$ cat src/rtl/antirebote_pulsadores.sv
// ============================================================================
// Module   : antirebote_pulsadores
// Purpose  : 5-channel push-button debouncer with press strobes and optional
//            auto-repeat (define AUTOREPEAT_EN to enable on channels 0 and 1).
// Revision : 1.0 - initial release
// ============================================================================
`default_nettype none

module antirebote_pulsadores #(
  parameter int unsigned DEB_CYCLES = 1000000,
  parameter int unsigned REP_DELAY  = 50000000,
  parameter int unsigned REP_PERIOD = 20000000
) (
  input  logic       clk,
  input  logic       rst_n,
  input  logic [4:0] btn_in,
  output logic [4:0] btn_level,
  output logic [4:0] btn_pulse,
  output logic       btn_any
);

  typedef enum logic [2:0] {
    IDLE        = 3'd0,
    DEB_PRESS   = 3'd1,
    HELD        = 3'd2,
    REPEAT      = 3'd3,
    DEB_RELEASE = 3'd4
  } state_t;

  localparam logic [31:0] DEB_LAST = 32'(DEB_CYCLES - 1);

  if (DEB_CYCLES < 2 || REP_PERIOD < 2 || REP_DELAY < 1) begin : g_param_check
    $error("antirebote_pulsadores: illegal DEB_CYCLES/REP_DELAY/REP_PERIOD");
  end

  logic [4:0] sync1_q, sync1_d;
  logic [4:0] sync2_q, sync2_d;
  logic [4:0] s;
  logic [4:0] pulse_d_vec;
  logic [4:0] pulse_q_vec;
  logic [4:0] level_q_vec;
  logic       btn_any_q, btn_any_d;

  always_comb begin
    sync1_d   = btn_in;
    sync2_d   = sync1_q;
    btn_any_d = |pulse_d_vec;
  end

  always_ff @(posedge clk or negedge rst_n) begin
    if (!rst_n) begin
      sync1_q   <= '0;
      sync2_q   <= '0;
      btn_any_q <= 1'b0;
    end else begin
      sync1_q   <= sync1_d;
      sync2_q   <= sync2_d;
      btn_any_q <= btn_any_d;
    end
  end

  assign s = sync2_q;

  for (genvar i = 0; i < 5; i++) begin : g_ch
    state_t      state_q, state_d;
    logic [31:0] deb_q, deb_d;
    logic        level_q, level_d;
    logic        pulse_q, pulse_d;
`ifdef AUTOREPEAT_EN
    // Only the up/down buttons scroll; the others stay in HELD until release.
    localparam bit REP_EN = (i < 2);
    localparam logic [31:0] REP_DLY_LAST = 32'(REP_DELAY - 1);
    localparam logic [31:0] REP_PER_LAST = 32'(REP_PERIOD - 1);
    logic [31:0] rep_q, rep_d;
`endif

    always_comb begin
      state_d = state_q;
      deb_d   = deb_q;
      level_d = level_q;
      pulse_d = 1'b0;
`ifdef AUTOREPEAT_EN
      rep_d   = rep_q;
`endif
      case (state_q)
        IDLE: begin
          level_d = 1'b0;
          if (s[i]) begin
            state_d = DEB_PRESS;
            deb_d   = '0;
          end
        end
        DEB_PRESS: begin
          if (!s[i]) begin
            state_d = IDLE;
            deb_d   = '0;
          end else if (deb_q == DEB_LAST) begin
            state_d = HELD;
            level_d = 1'b1;
            pulse_d = 1'b1;
            deb_d   = '0;
`ifdef AUTOREPEAT_EN
            rep_d   = '0;
`endif
          end else begin
            deb_d = deb_q + 32'd1;
          end
        end
        HELD: begin
          if (!s[i]) begin
            state_d = DEB_RELEASE;
            deb_d   = '0;
          end
`ifdef AUTOREPEAT_EN
          else if (REP_EN) begin
            if (rep_q == REP_DLY_LAST) begin
              state_d = REPEAT;
              pulse_d = 1'b1;
              rep_d   = '0;
            end else begin
              rep_d = rep_q + 32'd1;
            end
          end
`endif
        end
`ifdef AUTOREPEAT_EN
        REPEAT: begin
          if (!s[i]) begin
            state_d = DEB_RELEASE;
            deb_d   = '0;
          end else if (rep_q == REP_PER_LAST) begin
            pulse_d = 1'b1;
            rep_d   = '0;
          end else begin
            rep_d = rep_q + 32'd1;
          end
        end
`endif
        DEB_RELEASE: begin
          // A bounce back high resumes the hold without a new press strobe.
          if (s[i]) begin
            state_d = HELD;
            deb_d   = '0;
`ifdef AUTOREPEAT_EN
            rep_d   = '0;
`endif
          end else if (deb_q == DEB_LAST) begin
            state_d = IDLE;
            level_d = 1'b0;
            deb_d   = '0;
          end else begin
            deb_d = deb_q + 32'd1;
          end
        end
        default: begin
          state_d = IDLE;
          deb_d   = '0;
          level_d = 1'b0;
        end
      endcase
    end

    always_ff @(posedge clk or negedge rst_n) begin
      if (!rst_n) begin
        state_q <= IDLE;
        deb_q   <= '0;
        level_q <= 1'b0;
        pulse_q <= 1'b0;
`ifdef AUTOREPEAT_EN
        rep_q   <= '0;
`endif
      end else begin
        state_q <= state_d;
        deb_q   <= deb_d;
        level_q <= level_d;
        pulse_q <= pulse_d;
`ifdef AUTOREPEAT_EN
        rep_q   <= rep_d;
`endif
      end
    end

    assign pulse_d_vec[i] = pulse_d;
    assign pulse_q_vec[i] = pulse_q;
    assign level_q_vec[i] = level_q;
  end

  assign btn_level = level_q_vec;
  assign btn_pulse = pulse_q_vec;
  assign btn_any   = btn_any_q;

endmodule

`default_nettype wire

$ cat config.mk
export PLATFORM = sky130hd
export DESIGN_NAME = antirebote_pulsadores
export DESIGN_NICKNAME = d
export VERILOG_FILES = /design/src/rtl/antirebote_pulsadores.sv
export SDC_FILE = /design/constraint.sdc
export NUM_CORES = 1
export LEC_CHECK = 0
export BUFFER_PORTS_ARGS = -buffer_cell sky130_fd_sc_hd__buf_2
export CORE_MARGIN = 8
export CORE_UTILIZATION = 44
export DETAILED_ROUTE_END_ITERATION = 7
export HOLD_SLACK_MARGIN = 0.05
export PLACE_DENSITY_LB_ADDON = 0.1
export SLEW_MARGIN = 10
export SYNTH_ARGS = -nofsm -noshare
export SYNTH_HDL_FRONTEND = slang
export SYNTH_SLANG_ARGS = --single-unit
$ cat constraint.sdc
create_clock -name clk -period 2.5 [get_ports clk]
set_input_delay 0.5 -clock clk [delete_from_list [all_inputs] [get_ports clk]]
set_output_delay 0.5 -clock clk [all_outputs]
set_load 0.1 [all_outputs]
* Word level (Yosys, flattened, before mapping)
Index checks and enable logic that the tools add are counted.
Storage, ports and cells: register bits after elaboration 196, input port bits 7, output and inout port bits 11, logic and storage cells 219
Cells by class: add/subtract/negate cells 5, equality and inequality tests 60, mux-type cells 105, bitwise operators 5, reduce and logical (&&, ||, !) cells 21
Operators by type and width (number):
- 32-bit 2-to-1 mux | 25
- 32-bit case mux with 4 select lines | 5
- 32-bit by 1-bit adder with 32-bit output, second input constant | 5
- 32-bit by 20-bit == test with 1-bit output, second input constant | 5
- 3-bit 2-to-1 mux | 30
- 2-bit != test, second input constant | 30
- 3-bit case mux with 4 select lines | 5
- 1-bit 2-to-1 mux | 35
- 3-bit != test, second input constant | 10
- 5-bit AND reduction | 5
- 4-bit AND reduction | 5
- 3-bit by 1-bit == test with 1-bit output, second input constant | 5
- 3-bit by 2-bit == test with 1-bit output, second input constant | 5
- 3-bit == test, second input constant | 5
- 3-bit zero test | 5
- 1-bit case mux with 3 select lines | 5
- 2-bit AND reduction | 5
- 1-bit NOT | 5
- 5-bit OR reduction | 1

* Longest topological paths before layout
depth after elaboration 5, depth in mapped cells 7, depth with buffers taken out 6

* Worst setup path before layout
No wires, ideal clock.
kind register -> register, from reg g_ch[1].deb_q[0], to reg g_ch[1].deb_q[26], data arrival time 1.841 ns, setup slack 0.581 ns, stages on the path, launching flop included 7, path buffers 0, clock period less this slack 1.919 ns, cell sequence dfrtp_1 ha_1 nand4_2 nor4_4 nand3_2 or4_1 a21oi_1
On the way: cells in the longest elaborated chain, start to end 4, elaborated cells on any way between the ends 6, classes of those cells add/sub: 1; eq/ne: 1; mux: 4
RTL lines:
- start: declaration | RTL line 66 | logic [31:0] deb_q, deb_d;
- start signal: assignment | RTL line 166 | deb_q <= '0;
- start signal: assignment | RTL line 174 | deb_q <= deb_d;
- 32-bit by 1-bit adder with 32-bit output / 32-bit by 20-bit == test with 1-bit output (equally long branches)
- 32-bit 2-to-1 mux * | RTL line 97, 147
- 32-bit 2-to-1 mux (on tied branches) | RTL line 141, 94
- 32-bit case mux with 4 select lines * | RTL line 85 | case (state_q)
Every way passes the cells marked *; elsewhere a longest branch is shown, timed or not. A chain may end at the register's enable or synchronous reset.

* Final worst setup path
from reg g_ch[1].deb_q[25], to reg g_ch[1].deb_q[24]
On the way: cells in the longest elaborated chain, start to end 4, elaborated cells on any way between the ends 5, classes of those cells eq/ne: 1; mux: 4
RTL lines (RTL line):
- 32-bit by 20-bit == test with 1-bit output * | 97, 147
- 32-bit 2-to-1 mux * | 97, 147
- 32-bit 2-to-1 mux (on tied branches) | 141, 94
- 32-bit case mux with 4 select lines * | 85
Marks and branches as above.

==> flow_summary.yaml <==
synth:
  syn_nets: 1137
  synth_enable_flop_cells: 0
  synth-seq-cells: 196
  yosysWarnings: 0
  seq_area_frac_synth: 0.462
  netlist_area_sq_um: 10600
  synth_top_area_share: 0.462
  avgSynthCellArea_sq_um: 9.43
  netlist_top_cells_area: "dfrtp_1 46%, xor2_1 6.8%, nor2_1 6.3%"
  syn_inst: 1125
  ys_types: 70
  synthFlopType: "dfrtp_1"
  synth_top_area_cell: "dfrtp_1"
  synthArstFlopShare: 1.00
critical_path:
  critical_path.max_fanout: 13
  startpoint: "g_ch[1].deb_q[25]$_DFFE_PN0P_"
  path_class: "flip-flop to flip-flop"
  r2r_end: "g_ch[1].deb_q[24]$_DFFE_PN0P_"
  crit_arrival_ns: 2.45
  worstRegToRegCells: 5
  r2r_start: "g_ch[1].deb_q[25]$_DFFE_PN0P_"
  reg2reg_slack_ns: 0.36
  crit_path_end_kind: "flip-flop"
  endpoint: "g_ch[1].deb_q[24]$_DFFE_PN0P_"
  startpoint_type: "flip-flop"
  critPathRequiredTime_ns: 2.81
routing:
  vias: 8006
  wire_per_inst_microns: 14.8
  ant_nets: 0
  drt_iter0_drc: 539
  viasPerCell: 5.46
  first_pass_iters: 4
  drc: 0
  wirelength_microns: 21700
timing:
  fmax_ghz: 0.467
  fin_setup_tns_ns: 0
  setup_violations: 0
  drv_slew: 0
  clock_skew_ns: 0.00928
  rsz0062_at_grt: "no"
  fin_crit_sh: 0.857
  worst_slew_pin_slew_ns: 0.564
  hold_viol: 0
  period_needed_ns: 2.14
  max_slew_margin: 0.623
power_and_ir_drop:
  intPower_mw: 4.59
  pwr-share-clk: 0.418
  power_switching_mw: 1.45
  p_per_area_nw_per_um2: 521
  seq_power_share: 0.537
  swShare: 0.240
  p_leak_nw: 4.85
  ir_worst_vdd_v: 0.000385
  p_comb_frac: 0.045
cells_and_area:
  fin_util: 0.484
  seq_area_sq_um: 4900
  drive_gt1_frac: 0.0998
  num-nets-final: 1141
  multiInputGateArea_sq_um: 5270
  final_common_cell: "dfrtp_1"
  layout_common_cells: "196 x dfrtp_1, 177 x nor2_1, 82 x xor2_1"
  fillers: 2322
  syn_to_final_growth_pct: 9.37
  n_antenna_cell: 0
die:
  start_util: 0.443
  fp.dieH_microns: 171
  rows: 57
  die_area_sq_um: 29300
  core_sq_um: 24000
  die_w_microns: 171
  ios: 18
clock_network:
  cts_root_buffer: "clkbuf_16"
  cts_buffer_depth: 2
  cts_sinks: 196
  clk_latency_ns: 0.43
  htreeDepth: 4
  post_cts_resized: 0
  cts_buffers: 17
  clkSlewWorstSetupHoldPaths_ns: 0.07
  cts_tree: "built"
global_route:
  grt_first_pass_wirelength_microns: 38400
  first_global_vias: 7800
  grtUsageTotal: 0.158
  antenna_found_initial: 0
  grt_max_degree: 55
  globalRouteOverflowTotal: 0
placed_design:
  dp_hpwl_microns: 14500
  place.gp.congestion: 0.770
  portBuffers: 17
flow_run:
  drv_cap: 0
outcome:
  status: "completed"
hold_path:
  hold_path.class: "input port to flip-flop"
state kept, by name (all words and copies together) (netlist names):
register and count:
btn_any 1, g_ch.level_q 5, sync1_q 5, g_ch.deb_q 160
g_ch.state_q 15, s 5, g_ch.pulse_q 5
cell usage after synthesis (3+ instances only):
cell type / count
o21ai_0: 10
clkbuf_1: 27
nor3_2: 3
nand4b_1: 5
ha_1: 5
nand3b_1: 7
nor4_1: 38
buf_4: 13
or4_1: 3
o21a_1: 3
nand2_1: 65
nand4_1: 70
nand3_1: 63
nor4b_1: 14
a211oi_1: 3
a22o_1: 3
xor2_1: 82
buf_6: 3
and2_1: 12
a31o_2: 4
a21oi_1: 27
or3b_2: 3
nand2b_1: 5
inv_1: 27
nor3b_1: 4
o311a_1: 3
and3_1: 28
o31ai_1: 6
nor2b_1: 8
a31oi_1: 7
dfrtp_1: 196
xnor2_1: 61
nor4b_2: 3
buf_2: 21
nand4_2: 3
nor2_1: 177
and4_1: 26
or3_1: 11
mux2_2: 3
nor3_1: 34
stage by stage:
step                std cells  cell area [sq um]  hold slack (ns)  total power [mW]  setup WS, ns
floorplan                1125              10600            0.204              3.45         0.581
finish                   1466              11600            0.174              6.04         0.359
global route             1466              11600            0.144              6.33         0.126
global placement         1433              11100            0.331              3.59         0.401
detailed placement       1433              11100            0.335              3.59         0.368
CTS                      1466              11600            0.154              6.15         0.347
critical path: stages (launching register included):
cell and delay [ns]:
dfrtp_1 0.43, nor4_2 0.36, nand3_1 0.13, or4_4 0.63, and2_4 0.19, a221o_1 0.28
power groups by stage:
stage	Combinational (mW)	Sequential, mW	Clock [mW]
final	0.271	3.25	2.52
after global routing	0.313	3.25	2.76
after global placement	0.280	3.31	0
after floorplan	0.163	3.29	0
after CTS	0.282	3.25	2.63
after detailed placement	0.280	3.31	0
cell families after synthesis:
kind of cell	share of synthesized area
AND/OR/NAND/NOR	0.310
flip-flops	0.462
multiplexers	0.00318
buffers and inverters	0.0414
XOR/XNOR	0.118
adder cells (fa/ha/maj)	0.00590
AO/OA/AOI/OAI	0.0585
layer usage:
layer  up-vias  global-route usage  part of all wire
met5         -                   0                 0
met2        65               0.254              0.46
met3        10              0.0271             0.020
met1      3934               0.219              0.51
li1       3997                   -                 -
met4         0              0.0359            0.0066
worst min-delay path by stage:
stage / slack (ns) / endpoint / start / cells after the start
after floorplan: 0.20 / btn_any$_DFF_PN0_ / rst_n / 0
after global placement: 0.33 / s[3]$_DFF_PN0_ / sync1_q[3]$_DFF_PN0_ / 0
after detailed placement: 0.33 / s[1]$_DFF_PN0_ / sync1_q[1]$_DFF_PN0_ / 0
after CTS: 0.15 / sync1_q[0]$_DFF_PN0_ / btn_in[0] / 1
after global routing: 0.14 / sync1_q[1]$_DFF_PN0_ / btn_in[1] / 1
final: 0.17 / sync1_q[1]$_DFF_PN0_ / btn_in[1] / 1
final cells by class:
class	instances	area share
clock buffer	21	0.0388
clock inverter	11	0.00701
inverter	27	0.00874
multi-input combinational	838	0.454
sequential	196	0.423
tap	324	0.0349
timing repair buffer	49	0.0333
timing repair:
action / in CTS / in global routing
buffers inserted: 0 / 0
hold buffers: 1 / 0
hold endpoints to repair: 7 / 0
Note: power is estimated with default switching activity, not from simulation.
